### config.mk
export PLATFORM = sky130hd
export DESIGN_NAME = subneg_prog_loader
export DESIGN_NICKNAME = d
export VERILOG_FILES = /design/src/rtl/subneg_prog_loader.sv
export SDC_FILE = /design/constraint.sdc
export NUM_CORES = 1
export LEC_CHECK = 0
export ABC_CLOCK_PERIOD_IN_PS = 2610
export BUFFER_PORTS_ARGS = -buffer_cell sky130_fd_sc_hd__buf_2
export CAP_MARGIN = 20
export CORE_ASPECT_RATIO = 0.7
export CORE_UTILIZATION = 45
export CTS_BUF_LIST = sky130_fd_sc_hd__clkbuf_2
export DETAILED_ROUTE_END_ITERATION = 16
export GPL_ROUTABILITY_DRIVEN = 0
export PLACE_DENSITY = 0.72
export SLEW_MARGIN = 25
export SYNTH_ARGS = -nofsm -noshare
export SYNTH_HDL_FRONTEND = slang
export SYNTH_SLANG_ARGS = --single-unit
### constraint.sdc
create_clock -name clk -period 2.61 [get_ports clk]
set_input_delay 0.3915 -clock clk [delete_from_list [all_inputs] [get_ports clk]]
set_output_delay 0.3915 -clock clk [all_outputs]
set_load 0.02 [all_outputs]
### src/rtl/subneg_prog_loader.sv
// Host program loader for the SUBNEG core: synchronizes a strobed byte interface, writes bytes
// sequentially into core memory and holds the core in reset until loading ends.
module subneg_prog_loader #(
    parameter int unsigned ADDR_W = 5,
    parameter int unsigned DATA_W = 8
) (
    input  logic              clk,
    input  logic              rst_n,
    input  logic              ena,
    input  logic              load_en,
    input  logic              stb_raw,
    input  logic [DATA_W-1:0] byte_in,
    output logic              mem_we,
    output logic [ADDR_W-1:0] mem_addr,
    output logic [DATA_W-1:0] mem_wdata,
    output logic              core_rst_n,
    output logic              load_done,
    output logic              overflow,
    output logic [DATA_W-1:0] checksum
);

    typedef enum logic [1:0] {StIdle, StLoad, StRun} state_e;

    state_e state_q, state_d;

    logic load_s1_q, load_s2_q;
    logic stb_s1_q, stb_s2_q, stb_s3_q;
    logic stb_edge;

    logic              mem_we_q, mem_we_d;
    logic [ADDR_W-1:0] mem_addr_q, mem_addr_d;
    logic [DATA_W-1:0] mem_wdata_q, mem_wdata_d;
    logic              core_rst_n_q, core_rst_n_d;
    logic              overflow_q, overflow_d;
    logic              full_q, full_d;
    logic [DATA_W-1:0] checksum_q, checksum_d;

    assign stb_edge = stb_s2_q & ~stb_s3_q;

    // State register; synchronizers run even while ena=0 so no stale edge appears on ena rise.
    always_ff @(posedge clk) begin
        if (!rst_n) begin
            state_q      <= StIdle;
            load_s1_q    <= 1'b0;
            load_s2_q    <= 1'b0;
            stb_s1_q     <= 1'b0;
            stb_s2_q     <= 1'b0;
            stb_s3_q     <= 1'b0;
            mem_we_q     <= 1'b0;
            mem_addr_q   <= '0;
            mem_wdata_q  <= '0;
            core_rst_n_q <= 1'b0;
            overflow_q   <= 1'b0;
            full_q       <= 1'b0;
            checksum_q   <= '0;
        end else begin
            state_q      <= state_d;
            load_s1_q    <= load_en;
            load_s2_q    <= load_s1_q;
            stb_s1_q     <= stb_raw;
            stb_s2_q     <= stb_s1_q;
            stb_s3_q     <= stb_s2_q;
            mem_we_q     <= mem_we_d;
            mem_addr_q   <= mem_addr_d;
            mem_wdata_q  <= mem_wdata_d;
            core_rst_n_q <= core_rst_n_d;
            overflow_q   <= overflow_d;
            full_q       <= full_d;
            checksum_q   <= checksum_d;
        end
    end

    always_comb begin
        state_d = state_q;
        if (ena) begin
            unique case (state_q)
                StIdle:  if (load_s2_q)  state_d = StLoad;
                StLoad:  if (!load_s2_q) state_d = StRun;
                StRun:   if (load_s2_q)  state_d = StLoad;
                default: state_d = StIdle;
            endcase
        end
    end

    always_comb begin
        mem_we_d     = mem_we_q;
        mem_addr_d   = mem_addr_q;
        mem_wdata_d  = mem_wdata_q;
        core_rst_n_d = core_rst_n_q;
        overflow_d   = overflow_q;
        full_d       = full_q;
        checksum_d   = checksum_q;
        if (ena) begin
            mem_we_d = 1'b0;
            // Address advances in the cycle after the write pulse.
            if (mem_we_q) mem_addr_d = mem_addr_q + ADDR_W'(1);
            if (state_q == StLoad && stb_edge) begin
                if (!full_q) begin
                    mem_we_d    = 1'b1;
                    mem_wdata_d = byte_in;
                    checksum_d  = checksum_q ^ byte_in;
                    if (mem_addr_q == {ADDR_W{1'b1}}) full_d = 1'b1;
                end else begin
                    overflow_d = 1'b1;
                end
            end
            if (state_q != StLoad && state_d == StLoad) begin
                mem_addr_d = '0;
                checksum_d = '0;
                overflow_d = 1'b0;
                full_d     = 1'b0;
            end
            // Core released only after one full cycle in RUN; drops as soon as LOAD is entered.
            core_rst_n_d = (state_q == StRun) && (state_d == StRun);
        end
    end

    always_comb begin
        load_done  = (state_q == StRun);
        mem_we     = mem_we_q & ena;
        mem_addr   = mem_addr_q;
        mem_wdata  = mem_wdata_q;
        core_rst_n = core_rst_n_q;
        overflow   = overflow_q;
        checksum   = checksum_q;
    end

endmodule

==> impl_metrics.toml, run 1 <==
[finish]
multi_input_area_um2 = 646
area_growth_syn_to_layout_pct = 15.9
drive_above_1_share_pct = 27.3
layout.cells.most_common = "buf_2"
layout_common_cells = "37 x buf_2, 32 x dfxtp_1, 19 x a21oi_1"
nets = 201
num-fill-cells = 277
diodes = 0
finish.instance_area_um2 = 1600
regArea_um2 = 641

[clocking]
h-tree-depth = 2
cts_tree = "yes"
post_cts_buffers = 0
path_clk_slew_ns = 0.16
clockRootBuffer = "clkbuf_2"
cts_buffers = 5
cts_resized = 0
clkSinkCount = 32
cts_buffer_depth = 2
clock_latency_ns = 0.38
ctsHoldBuffers = 0

[logic_synthesis]
synth_top_cells_by_area = "dfxtp_1 47%, a21oi_1 6.9%, o31ai_1 3.3%"
synth_edf_count = 0
synth_top_family_by_area = "compound AO/OA/AOI/OAI gates"
synth_seq_cells = 32
synthMuxAreaShare_pct = 0
ys_seq_area_share_pct = 46.5
synthXorXnorAreaFrac_pct = 0.636
synth_ff_type = "dfxtp_1"
syn_avg_cell_area_um2 = 9.18
syn_nets = 165
synth_cell_types = 33
synth-simple-area-share_pct = 22.2
synth_fa_ha_area_share_pct = 1.82
synth_area_um2 = 1380
syn_inst = 150
netlist.top_cell.by_area = "dfxtp_1"
synth_top_area_share_pct = 46.5
async_reset_ff_share_pct = 0
ys_warn_count = 0
synth_compound_area_share_pct = 22.3

[setup_path]
crit_path_start_kind = "flip-flop"
worstSetupPathType = "reg -> reg"
crit_fanout = 17
cp.required_ns = 2.92
crit_arrival_ns = 2.06
end_kind = "flip-flop"

[routing]
num_vias = 1219
vias_per_cell = 5.47
totalWireLength_um = 2970
drt_iter0_markers = 42
drt_first_pass_iters = 4
drc = 0
wl_per_cell_um = 13.3
antenna_left = 0

[timing]
finalHoldViolCount = 0
final.period_utilization_pct = 67.0
fmax_mhz = 572
fin_skew_ns = 0.0250
slew_violations = 0
tns_ns = 0
rsz0062_at_grt = "false"
finalSetupViolations = 0
slew_headroom_pct = 63.0
min_period_ns = 1.75
tightestPinTransition_ns = 0.553
holdWs_ns = 0.217

[job]
max-cap-violations = 0

[grt]
grt_use_total_pct = 18.8
top_usage_layer = "met2"
grt_use_met1_pct = 24.0
grt_overflow = 0
antenna_found_initial = 0
grt_pass1_wl_um = 4370
first_global_vias = 974
grtUsageMet3_pct = 6.54
grt_max_degree = 26
use_met2_pct = 29.0

[floorplanning]
ios = 38
die_x_um = 68.1
dieArea_um2 = 3290
fp.coreArea_um2 = 2840
num_rows = 16
die-height_um = 48.3
initial_core_util_pct = 48.5

[pwr]
irDropWorstVdd_v = 0.000200
p_per_area_nw_per_um2 = 483
leakage_nw = 0.697
p_total_w = 0.000771

[status]
status = "complete, no violations"

[placed_design]
place_hpwl_um = 2070
placed_area_um2 = 1560
port_buffers = 37

[hold_path]
hold_path_class = "in -> reg"
-- layer usage --
metal  vias to the layer above  part of all wire, %
met5                         -                    0
met4                         0                  1.8
met3                         8                  4.5
met2                        23                   43
met1                       566                   51
li1                        622                    -
-- per-stage QoR --
step                      cells  setup WS (ns)  util, %
after detailed placement    215          0.694     54.8
after global routing        223          0.701     56.2
after global placement      215          0.781     54.8
after floorplan             150           1.25        -
final                       223          0.862     56.2
after CTS                   223          0.875     56.2
-- flip-flops by register name (all words and copies together) (netlist names), 2 cells and up --
| name | flops |
|---|---|
| checksum | 8 |
| mem_wdata | 8 |
| mem_addr | 5 |
| state_q | 2 |
-- power by group --
group          switching [W]  total [W]  internal [W]
logic              0.0000294  0.0000445     0.0000150
registers         0.00000347   0.000497      0.000493
clock network       0.000170   0.000229     0.0000599
total               0.000202   0.000771      0.000568
-- cells in the mapped netlist (3+ instances only) --
cell type / instances
a21oi_1: 19
a31oi_1: 3
and2_1: 6
clkbuf_1: 4
dfxtp_1: 32
inv_1: 9
nand2_1: 8
nand3_1: 5
nand3b_1: 3
nor2_1: 3
nor2b_1: 6
o211ai_1: 5
o21ai_0: 6
o31ai_1: 6
o41ai_1: 5
or4_1: 6
-- worst max-delay path, stage by stage, from the launching register on --
cell      delay, ns
dfxtp_1        0.48
nand3b_1       0.44
or4_1          0.61
a21oi_1        0.17
-- layout make-up --
class                   count  share of cell area [%]
clock inverters             3                   0.862
well taps                  36                    2.82
inverters                   9                    2.12
clock buffers               5                    1.57
flip-flops and latches     32                    40.1
repair buffers             38                    12.1
multi-input cells         100                    40.4
-- final timing paths --
check | to | slack [ns] | from | cells past startpoint
max | checksum[2]$_SDFFE_PN0P_ | 0.86 | state_q[0]$_SDFF_PN0_ | 3
min | stb_s1_q$_SDFF_PN0_ | 0.22 | stb_raw | 2
max reg2reg | checksum[2]$_SDFFE_PN0P_ | 0.86 | state_q[0]$_SDFF_PN0_ | 3
min reg2reg | load_s2_q$_SDFF_PN0_ | 0.46 | load_s1_q$_SDFF_PN0_ | 1
-- logic make-up (layout without fill, tap and decap cells) --
family,count (synthesis),in the layout
AOI/OAI and AO/OA,48,48
DFF,32,32
buffers and inverters,18,55
and+or+nand+nor,49,49
adders and majority gates,2,2
xor gates and xnor gates,1,1
Power figures use the tool's default switching activity.
==> run 2: changes to the inputs <==
Settings changed: ABC_CLOCK_PERIOD_IN_PS 2610 to 1400, PLACE_DENSITY 0.72 to 0.75.
Clock period 2.61 ns to 1.4 ns, I/O delays scaled along.
==> run 2 against run 1 <==
Compared with the run above:
- the flow now finishes with violations (setup timing)
- routed wire length up 22%
- die area unchanged
- non-clock buffer count up 17
- design area up 14%
- register-to-register slack worse by 0.92 ns
- count of clock-buffer cells in the layout unchanged
- combinational power rose to 2.7 times the previous value
- global-route usage up 4.8 points
- maximum frequency up 20%
- via count up 12%
- clock power up 93%
- largest power group unchanged
==> impl_metrics.toml, run 2 (synthesis results as in run 1) <==
[floorplanning]
dieArea_um2 = 3290
die-height_um = 48.3
die_x_um = 68.1
ios = 38
initial_core_util_pct = 48.5
fp.coreArea_um2 = 2840
num_rows = 16

[routing]
drt_iter0_markers = 103
drt_first_pass_iters = 4
wl_per_cell_um = 15.0
vias_per_cell = 5.66
drc = 0
antenna_left = 0
num_vias = 1365
totalWireLength_um = 3610

[hold_path]
min_from = "load_en"
hold_end = "load_s1_q$_SDFF_PN0_"
hold_path_class = "in -> reg"
hold_path_depth = 2

[setup_path]
ff2ff_setup_slack_ns = -0.06
crit_fanout = 5
crit_arrival_ns = 1.79
crit_path_start_kind = "flip-flop"
ff2ff_path_depth = 3
r2r_end = "checksum[4]$_SDFFE_PN0P_"
end_kind = "flip-flop"
worstSetupPathType = "reg -> reg"
cp.required_ns = 1.73
r2r-start = "stb_s3_q$_SDFF_PN0_"

[finish]
area_growth_syn_to_layout_pct = 31.7
diodes = 0
nets = 219
num-fill-cells = 231
layout.cells.most_common = "buf_2"
layout_common_cells = "36 x buf_2, 30 x dfxtp_1, 17 x a21oi_1, 17 x buf_4, 9 x inv_1"
drive_above_1_share_pct = 38.5

[status]
violations = "setup timing"
status = "complete, but fails checks"

[clocking]
clkSinkCount = 32
clock_latency_ns = 0.40
path_clk_slew_ns = 0.16
cts_buffers = 5
cts_tree = "yes"
clockRootBuffer = "clkbuf_2"
cts_buffer_depth = 2
ctsHoldBuffers = 0
h-tree-depth = 2

[pwr]
p_total_w = 0.00149
p_sw_share_pct = 27.2
clockPowerShare_pct = 29.7
pwr-share-seq_pct = 62.1
switching_power_w = 0.000405
leakage_nw = 0.822
p_per_area_nw_per_um2 = 819
irDropWorstVdd_v = 0.000559
power_frac_comb_pct = 8.2
power.internal_w = 0.00108

[grt]
first_global_vias = 1209
grt_max_degree = 17
grt_pass1_wl_um = 5380
grt_use_total_pct = 23.7
antenna_found_initial = 0
grt_overflow = 0

[timing]
finalHoldViolCount = 0
finalSetupViolations = 7
fin_skew_ns = 0.0170
slew_violations = 0
fmax_mhz = 686
final.period_utilization_pct = 104
fin_ws_ns = -0.0569
tns_ns = -0.164
slew_headroom_pct = 75.6
min_period_ns = 1.46
rsz0062_at_grt = "true"
tightestPinTransition_ns = 0.366

[placed_design]
place_hpwl_um = 2310
port_buffers = 37

[job]
max-cap-violations = 0
[run 2: changes by cell type in the layout (fill, tap and decap cells not counted), sizes merged]
| cell | before | now |
|---|---|---|
| or3b | 1 | 2 |
| buf | 38 | 54 |
| bufbuf | 0 | 1 |
[run 2: worst max-delay path, cell delays in order (launching register included)]
cell	delay (ns)
dfxtp_1	0.36
or3b_4	0.44
or4_1	0.46
a21oi_2	0.14
[run 2: layer usage]
| layer | GRT usage (%) | up-vias | part of all wire, % |
|---|---|---|---|
| met1 | 28.9 | 648 | 44 |
| met2 | 39.4 | 45 | 48 |
| li1 | - | 661 | - |
| met4 | 13.3 | 0 | 1.9 |
| met3 | 5.61 | 11 | 6.9 |
| met5 | 0 | - | 0 |
[run 2: power by group through the flow]
stage          clock network [W]  logic [W]  registers [W]
3_5_place_dp                   0   0.000106       0.000943
5_1_grt                 0.000491   0.000133       0.000925
3_3_place_gp                   0   0.000103       0.000942
6_report                0.000442   0.000122       0.000923
2_1_floorplan                  0  0.0000572       0.000944
4_1_cts                 0.000446   0.000116       0.000924
[run 2: what timing repair did]
item | CTS | global route
endpoints found under the setup margin | 8 | 16
buffers inserted | 4 | 0
pin swaps | 3 | 2
gates cloned | 2 | 0
resized for setup | 7 | 7
[run 2: final cells by class]
type | instances | area (um2) | area share [%]
clock buffer | 5 | 25.0 | 1.38
clock inverter | 3 | 13.8 | 0.759
inverter | 9 | 33.8 | 1.86
multi-input combinational | 101 | 691 | 38.1
sequential | 32 | 646 | 35.6
tap | 36 | 45.0 | 2.48
timing repair buffer | 55 | 360 | 19.9
[run 2: worst max-delay path by stage]
stage,start,end,slack (ns),depth (start not counted)
final,stb_s3_q$_SDFF_PN0_,checksum[4]$_SDFFE_PN0P_,-0.06,3
after global routing,state_q[1]$_SDFF_PN0_,checksum[2]$_SDFFE_PN0P_,-0.11,4
after CTS,state_q[1]$_SDFF_PN0_,checksum[4]$_SDFFE_PN0P_,-0.03,4
after detailed placement,stb_s2_q$_SDFF_PN0_,checksum[4]$_SDFFE_PN0P_,-0.05,3
after global placement,full_q$_SDFFE_PN0P_,checksum[4]$_SDFFE_PN0P_,0.05,3
after floorplan,full_q$_SDFFE_PN0P_,mem_wdata[2]$_SDFFE_PN0P_,0.04,5
[run 2: per-stage QoR]
step | util (%) | instances | worst slack (ns) | hold WS [ns] | cell area [um2]
6_report | 63.8 | 241 | -0.0569 | 0.0164 | 1810
5_1_grt | 63.8 | 241 | -0.107 | 0.0127 | 1810
4_1_cts | 62.9 | 241 | -0.0325 | 0.0187 | 1790
3_5_place_dp | 58.4 | 227 | -0.0454 | 0.423 | 1660
3_3_place_gp | 58.4 | 227 | 0.0457 | 0.419 | 1660
2_1_floorplan | - | 150 | 0.0368 | 0.337 | 1380
